**src/rtl/de10lite_vga_timing_if.sv**
```systemverilog
// Pixel fetch bus between the VGA timing stage (master) and an upstream pixel source (slave).
// pix_req_o is a one-clk strobe with pix_x_o/pix_y_o valid while it is high; there is no ready,
// so the source must hold pix_rgb_i stable at the next pixel-enable edge (2 clk after the request edge).
interface de10lite_vga_timing_if;
  logic        pix_req_o;
  logic [9:0]  pix_x_o;
  logic [9:0]  pix_y_o;
  logic [11:0] pix_rgb_i;

  modport master (output pix_req_o, output pix_x_o, output pix_y_o, input pix_rgb_i);
  modport slave  (input pix_req_o, input pix_x_o, input pix_y_o, output pix_rgb_i);
endinterface

```
**src/rtl/de10lite_vga_timing.sv**
```systemverilog
// 640x480@60 VGA timing from a 50 MHz clock with a 25 MHz pixel enable; fetches pixels through
// a fixed-latency request bus and drives registered colour and active-low sync pins.
module de10lite_vga_timing #(
  parameter int H_ACT  = 640,
  parameter int H_FP   = 16,
  parameter int H_SYNC = 96,
  parameter int H_BP   = 48,
  parameter int V_ACT  = 480,
  parameter int V_FP   = 10,
  parameter int V_SYNC = 2,
  parameter int V_BP   = 33
) (
  input  logic                          clk_i,
  input  logic                          rst_i,
  input  logic                          en_i,
  de10lite_vga_timing_if.master         pix,
  output logic                          frame_o,
  output logic [3:0]                    VGA_R,
  output logic [3:0]                    VGA_G,
  output logic [3:0]                    VGA_B,
  output logic                          VGA_HS,
  output logic                          VGA_VS
);

  localparam logic [9:0] H_TOT   = 10'(H_ACT + H_FP + H_SYNC + H_BP);
  localparam logic [9:0] V_TOT   = 10'(V_ACT + V_FP + V_SYNC + V_BP);
  localparam logic [9:0] H_ACT_W = 10'(H_ACT);
  localparam logic [9:0] V_ACT_W = 10'(V_ACT);
  localparam logic [9:0] HS_BEG  = 10'(H_ACT + H_FP);
  localparam logic [9:0] HS_END  = 10'(H_ACT + H_FP + H_SYNC);
  localparam logic [9:0] VS_BEG  = 10'(V_ACT + V_FP);
  localparam logic [9:0] VS_END  = 10'(V_ACT + V_FP + V_SYNC);

  logic       pe;
  logic [9:0] h_cnt, v_cnt;
  logic [9:0] h_nxt, v_nxt;
  logic       wrap;
  logic       active, hs, vs;
  logic       act_d, hs_d, vs_d;

  always_comb begin
    active = (h_cnt < H_ACT_W) && (v_cnt < V_ACT_W);
    hs     = (h_cnt >= HS_BEG) && (h_cnt < HS_END);
    vs     = (v_cnt >= VS_BEG) && (v_cnt < VS_END);
    h_nxt  = h_cnt + 10'd1;
    v_nxt  = v_cnt;
    wrap   = 1'b0;
    if (h_cnt == H_TOT - 10'd1) begin
      h_nxt = '0;
      if (v_cnt == V_TOT - 10'd1) begin
        v_nxt = '0;
        wrap  = 1'b1;
      end else begin
        v_nxt = v_cnt + 10'd1;
      end
    end
  end

  assign pix.pix_req_o = pe && active && en_i;
  assign pix.pix_x_o   = h_cnt;
  assign pix.pix_y_o   = v_cnt;

  // Disable is handled like a synchronous reset so a re-enable restarts exactly as after reset.
  always_ff @(posedge clk_i or posedge rst_i) begin
    if (rst_i) begin
      pe      <= 1'b0;
      h_cnt   <= '0;
      v_cnt   <= '0;
      act_d   <= 1'b0;
      hs_d    <= 1'b0;
      vs_d    <= 1'b0;
      frame_o <= 1'b0;
      VGA_R   <= '0;
      VGA_G   <= '0;
      VGA_B   <= '0;
      VGA_HS  <= 1'b1;
      VGA_VS  <= 1'b1;
    end else if (!en_i) begin
      pe      <= 1'b0;
      h_cnt   <= '0;
      v_cnt   <= '0;
      act_d   <= 1'b0;
      hs_d    <= 1'b0;
      vs_d    <= 1'b0;
      frame_o <= 1'b0;
      VGA_R   <= '0;
      VGA_G   <= '0;
      VGA_B   <= '0;
      VGA_HS  <= 1'b1;
      VGA_VS  <= 1'b1;
    end else begin
      pe      <= ~pe;
      frame_o <= 1'b0;
      if (pe) begin
        h_cnt   <= h_nxt;
        v_cnt   <= v_nxt;
        frame_o <= wrap;
        act_d   <= active;
        hs_d    <= hs;
        vs_d    <= vs;
        // Pixel data requested at the previous pe edge is captured here, aligned with its syncs.
        VGA_R   <= act_d ? pix.pix_rgb_i[11:8] : 4'd0;
        VGA_G   <= act_d ? pix.pix_rgb_i[7:4]  : 4'd0;
        VGA_B   <= act_d ? pix.pix_rgb_i[3:0]  : 4'd0;
        VGA_HS  <= ~hs_d;
        VGA_VS  <= ~vs_d;
      end
    end
  end

endmodule

```
**src/flat_wrapper.sv**
```systemverilog
// flat-port wrapper written by rule: the top's interface ports become plain ports
module de10lite_vga_timing_flat 
#(
  parameter int H_ACT  = 640,
  parameter int H_FP   = 16,
  parameter int H_SYNC = 96,
  parameter int H_BP   = 48,
  parameter int V_ACT  = 480,
  parameter int V_FP   = 10,
  parameter int V_SYNC = 2,
  parameter int V_BP   = 33
)
  (clk_i, rst_i, en_i, frame_o, VGA_R, VGA_G, VGA_B, VGA_HS, VGA_VS, pix_pix_req_o, pix_pix_x_o, pix_pix_y_o, pix_pix_rgb_i);
  de10lite_vga_timing_if pix_i ();
  input  logic clk_i;
  input  logic rst_i;
  input  logic en_i;
  output logic frame_o;
  output logic [3:0] VGA_R;
  output logic [3:0] VGA_G;
  output logic [3:0] VGA_B;
  output logic VGA_HS;
  output logic VGA_VS;
  output wire logic [$bits(pix_i.pix_req_o)-1:0] pix_pix_req_o;
  output wire logic [$bits(pix_i.pix_x_o)-1:0] pix_pix_x_o;
  output wire logic [$bits(pix_i.pix_y_o)-1:0] pix_pix_y_o;
  input wire logic [$bits(pix_i.pix_rgb_i)-1:0] pix_pix_rgb_i;
  assign pix_pix_req_o = pix_i.pix_req_o;
  assign pix_pix_x_o = pix_i.pix_x_o;
  assign pix_pix_y_o = pix_i.pix_y_o;
  assign pix_i.pix_rgb_i = pix_pix_rgb_i;
  de10lite_vga_timing #(.H_ACT(H_ACT), .H_FP(H_FP), .H_SYNC(H_SYNC), .H_BP(H_BP), .V_ACT(V_ACT), .V_FP(V_FP), .V_SYNC(V_SYNC), .V_BP(V_BP)) u_core (.clk_i(clk_i), .rst_i(rst_i), .en_i(en_i), .pix(pix_i), .frame_o(frame_o), .VGA_R(VGA_R), .VGA_G(VGA_G), .VGA_B(VGA_B), .VGA_HS(VGA_HS), .VGA_VS(VGA_VS));
endmodule
```
**config.mk**
```make
export PLATFORM = sky130hd
export DESIGN_NAME = de10lite_vga_timing_flat
export DESIGN_NICKNAME = d
export VERILOG_FILES = /design/src/rtl/de10lite_vga_timing_if.sv /design/src/rtl/de10lite_vga_timing.sv /design/src/flat_wrapper.sv
export SDC_FILE = /design/constraint.sdc
export NUM_CORES = 1
export LEC_CHECK = 0
export CAP_MARGIN = 5
export CORE_MARGIN = 2
export CORE_UTILIZATION = 48
export DETAILED_ROUTE_END_ITERATION = 12
export GPL_TIMING_DRIVEN = 0
export PLACE_DENSITY = 0.8
export SLEW_MARGIN = 20
export SYNTH_ARGS = -nofsm -noshare
export SYNTH_HDL_FRONTEND = slang
export SYNTH_SLANG_ARGS = --single-unit
```
**constraint.sdc**
```tcl
create_clock -name clk_i -period 2.1 [get_ports clk_i]
set_input_delay 0.21 -clock clk_i [delete_from_list [all_inputs] [get_ports clk_i]]
set_output_delay 0.21 -clock clk_i [all_outputs]
set_load 0.03 [all_outputs]
```
Word-level counts from Yosys, hierarchy flattened --
Index checks and enable logic that the tools add are counted.
Word-level totals: register bits after elaboration 39, input port bits 15, output and inout port bits 36, word-level logic and storage cells 64
Operators by class: $add $sub $neg 2, order comparisons 6, eq/ne operators 4, muxes and demuxes 31, bitwise logic cells 3, reduce and logical (&&, ||, !) cells 6
Operators with widths (number):
- two-way mux 10 bit | 7
- two-way mux 4 bit | 9
- adder 10 x 1 -> 10 bit, second input constant | 2
- equality test 10 bit, second input constant | 2
- < comparator 10 bit, second input constant | 2
- < comparator 10 x 9 -> 1 bit, second input constant | 2
- two-way mux 1 bit | 15
- greater-or-equal comparator 10 bit, second input constant | 1
- greater-or-equal comparator 10 x 9 -> 1 bit, second input constant | 1
- logical AND 1 bit | 5
- inequality test 2 x 1 -> 1 bit, second input constant | 2
- NOT 1 bit | 3
- AND reduction 2 bit | 1

Depth between registers and ports, before layout --
word-level depth 5, depth in mapped cells 7, gate-level depth less buffers 6

Worst setup path after synthesis --
OpenSTA, ideal clock, no wires.
path type register to register, start point register u_core.h_cnt[1], in the netlist u_core.pix.pix_x_o[1], end point register u_core.v_cnt[7], in the netlist u_core.pix.pix_y_o[7], setup time 96 ps, arrival time 1739 ps, required time 2004 ps, slack 266 ps, cell stages (with the launch flop) 6, path buffers 0, period minus slack after synthesis 1834 ps, cells stage by stage dfrtp_1 -> ha_1 -> and4_1 -> nand3_4 -> or3_1 -> o31ai_1
Between the ends: longest elaborated chain between the ends 3
Ends and longest elaborated chain:
- from (decl) | line de10lite_vga_timing.sv:35 | logic [9:0] h_cnt, v_cnt;
- from (signal assigned) | line de10lite_vga_timing.sv:95 | h_cnt <= h_nxt;
- equality test 10 bit | line de10lite_vga_timing.sv:48 | if (h_cnt == H_TOT - 10'd1) begin
- inequality test 2 x 1 -> 1 bit (no source line)
- AND reduction 2 bit (no source line)
- to (signal assigned) | line de10lite_vga_timing.sv:96 | v_cnt <= v_nxt;
- to (decl) | line de10lite_vga_timing.sv:35
Every way passes these cells. A chain may end at the register's enable or synchronous reset.

Worst setup path after layout --
start point register u_core.h_cnt[5], in the netlist u_core.pix.pix_x_o[5], end point register u_core.v_cnt[3], in the netlist u_core.pix.pix_y_o[3]
The elaborated chain is that of the path after synthesis.

==> impl_metrics.env <==
export IMPL_drc=0
export IMPL_rsz0062_at_grt="no"
export IMPL_endpoint_kind="register"
export IMPL_syn_area_mm2=0.001984
export IMPL_cap_violations=0
export IMPL_skew_ns=0.01027
export IMPL_worst_r2r_startpoint="u_core.pix.pix_x_o[5]"
export IMPL_fin_crit_ns=1.931
export IMPL_port_buffers=50
export IMPL_antenna_found_initial=0
export IMPL_setup_viol_count_final=0
export IMPL_htree_levels=2
export IMPL_required_ns=2.28
export IMPL_nets=280
export IMPL_cts_clk_slew_worst_paths_ns=0.07
export IMPL_drv_slew=0
export IMPL_drive_gt1_share_pct=7.634
export IMPL_diodes=0
export IMPL_power_density_mw_per_mm2=629.8
export IMPL_switchingPower_mw=0.3809
export IMPL_grt_ovfl_total=0
export IMPL_relSlewSlack_pct=68.19
export IMPL_fin_util_pct=67.44
export IMPL_yosys_warnings=0
export IMPL_drt_pass1_iterations=4
export IMPL_worst_slew_pin_slew_ns=0.4772
export IMPL_clk_latency_ns=0.29
export IMPL_antenna_left=0
export IMPL_status="finished, final reports clean"
export IMPL_clock_fmax_mhz=517.8
export IMPL_r2r_slack_ns=0.17
export IMPL_fin_area_mm2=0.002698
export IMPL_ioPinCount=51
export IMPL_die_x_um=68.30
export IMPL_synthCells=204
export IMPL_hold_violations=0
export IMPL_area_growth_pct=35.94
export IMPL_reg2reg_depth=4
export IMPL_dpl_cell_area_mm2=0.002567
export IMPL_worst_hold_slack_ns=0.1577
export IMPL_hpwl_um=3513
export IMPL_power_share_clock_pct=43.4
export IMPL_viasPerCell=5.679
export IMPL_swShare_pct=22.42
export IMPL_syn_nets=223
export IMPL_cts_sinks=39
export IMPL_ys_seq_area_share_pct=49.31
export IMPL_grt_max_degree=31
export IMPL_irDropWorstVdd_v=0.0003955
export IMPL_seqPwrFrac_pct=45.8
export IMPL_syn_area_per_cell_um2=9.727
export IMPL_fp_dieH_um=68.30
export IMPL_crit_type="register to register"
export IMPL_cts_buffers=5
export IMPL_cts_root_buf="clkbuf_8"
export IMPL_pwr_share_comb_pct=10.7
export IMPL_drt_iter0_drc=129
export IMPL_core_mm2=0.004000
export IMPL_vias=1772
export IMPL_start_util_pct=49.61
export IMPL_post_cts_buffers=0
export IMPL_yosys_register_bits=39
export IMPL_max_clock_path_buffers=2
export IMPL_crit_arrival_ns=2.11
export IMPL_intPower_mw=1.318
export IMPL_cp_max_fo=8
export IMPL_grt_pass1_vias=1649
export IMPL_tritoncts="built"
export IMPL_place_congestion=0.8297
export IMPL_reg2reg_to="u_core.pix.pix_y_o[3]"
export IMPL_final_setup_tns_ns=0
export IMPL_grt_pass1_wl_um=7762
export IMPL_hold_path_class="input port to asynchronous set/reset pin"
export IMPL_start_kind="register"
export IMPL_routed_wl_um=4718
export IMPL_post_drt_wl_per_cell_um=15.12
export IMPL_dieArea_mm2=0.004664
export IMPL_p_leak_nw=1.088
export IMPL_num_rows=23
export IMPL_post_route_period_util_pct=91.97
export IMPL_grt_usage_pct=22.26
export IMPL_synth_cell_types=43
==> critical path, cell delays in order, from the launching register on <==
cell and delay [ns]:
dfrtp_1 0.49, or3_1 0.45, nor4_2 0.36, nand2_1 0.22, o31ai_1 0.30
==> synth_stat cells (all sizes together) <==
library cell | number | area [um^2]
o21ai | 5 | 25.02
nand4 | 5 | 31.28
nand3 | 23 | 127.6
or3 | 5 | 31.28
a21o | 2 | 15.01
clkbuf | 7 | 26.28
dfrtp | 37 | 925.9
xor2 | 4 | 35.03
nor4 | 2 | 18.77
o311ai | 2 | 17.52
nand4b | 1 | 8.760
nand2 | 16 | 60.06
a32o | 1 | 10.01
or4 | 2 | 15.01
o2111ai | 1 | 8.760
and2 | 2 | 12.51
a31o | 1 | 8.760
nand2b | 13 | 81.33
ha | 4 | 50.05
xnor2 | 2 | 17.52
and4 | 2 | 18.77
buf | 3 | 13.76
a2bb2oi | 1 | 8.760
nor2 | 10 | 37.54
o31ai | 7 | 52.55
inv | 8 | 30.03
nor3 | 4 | 20.02
or2 | 2 | 12.52
o21a | 1 | 7.510
nor4b | 2 | 32.53
nor3b | 4 | 30.03
o211ai | 5 | 37.54
and3 | 2 | 13.77
a21oi | 14 | 70.07
mux2i | 2 | 20.02
dfstp | 2 | 52.55
==> area by class of cell <==
cell class | count | area (um^2)
plain buffers | 9 | 36.28
clock buffers | 6 | 72.57
clock inverters | 2 | 60.06
fillers | 330 | 1303
inverters | 8 | 30.03
multi-input cells | 147 | 935.9
flip-flops and latches | 39 | 978.4
well taps | 50 | 62.56
repair buffers | 51 | 521.8
==> logic make-up after synthesis <==
logic type | count (synthesis) | synth area share, %
and+or+nand+nor | 95 | 27.81
AOI/OAI and AO/OA | 40 | 13.18
DFF | 39 | 49.31
buffers and inverters | 18 | 3.531
xor gates and xnor gates | 6 | 2.648
adders and majority gates | 4 | 2.522
muxes | 2 | 1.009
==> per-stage QoR <==
| stage | cells | power [mW] | setup slack [ns] |
|---|---|---|---|
| after floorplan | 204 | 0.8953 | 0.2656 |
| after global placement | 304 | 0.9708 | -0.3481 |
| after detailed placement | 305 | 0.9803 | -0.3671 |
| after CTS | 312 | 1.711 | 0.04767 |
| after global routing | 312 | 1.759 | 0.07368 |
| final | 312 | 1.699 | 0.1686 |
==> cells in the final DEF (no fill, tap or decap), types with 5 or more instances in the layout <==
master	n
o21ai_0	5
clkdlybuf4s50_1	48
nor2_1	10
or3_1	5
nand3_1	22
nand2_1	16
o31ai_1	7
o211ai_1	5
inv_1	7
clkbuf_8	5
dfrtp_1	37
a21oi_1	14
nand2b_1	13
clkbuf_1	7
nand4_1	5
==> repair_timing <==
action                     CTS  global route
hold buffers                 0             0
setup endpoints to repair    1             1
gates resized for setup      1             1
==> per-layer routing <==
layer	wire (um)	vias up	GRT usage [%]	part of all wire, %
met2	2336	41	35.19	50
met4	112	0	10.00	2.4
met3	135	13	3.618	2.9
met1	2134	868	29.96	45
li1	-	850	-	-
met5	0	-	0	0
==> state kept, by name, indices dropped and copies added, names as in the netlist <==
register,flops
u_core.VGA_G,4
u_core.VGA_B,4
u_core.VGA_HS,1
u_core.pe,1
u_core.pix.pix_y_o,10
u_core.frame_o,1
u_core.VGA_R,4
u_core.hs_d,1
u_core.VGA_VS,1
u_core.pix.pix_x_o,10
u_core.vs_d,1
u_core.act_d,1
==> how the worst max path moves through the flow <==
| stage | from | end | slack (ns) |
|---|---|---|---|
| 2_1_floorplan | u_core.pix.pix_x_o[1] | u_core.pix.pix_y_o[7] | 0.27 |
| 3_3_place_gp | en_i | pix_pix_req_o | -0.35 |
| 3_5_place_dp | en_i | pix_pix_req_o | -0.37 |
| 4_1_cts | en_i | pix_pix_req_o | 0.05 |
| 5_1_grt | u_core.pix.pix_x_o[5] | u_core.pix.pix_y_o[3] | 0.07 |
| 6_report | u_core.pix.pix_x_o[5] | u_core.pix.pix_y_o[3] | 0.17 |
==> power groups by stage <==
stage	sequential, mW	clock [mW]	combinational [mW]
after floorplan	0.815	0	0.0806
after global placement	0.793	0	0.178
after detailed placement	0.794	0	0.187
after CTS	0.779	0.746	0.186
after global routing	0.781	0.778	0.200
final	0.779	0.738	0.182
No activity file was read; power rests on OpenSTA's default activity.
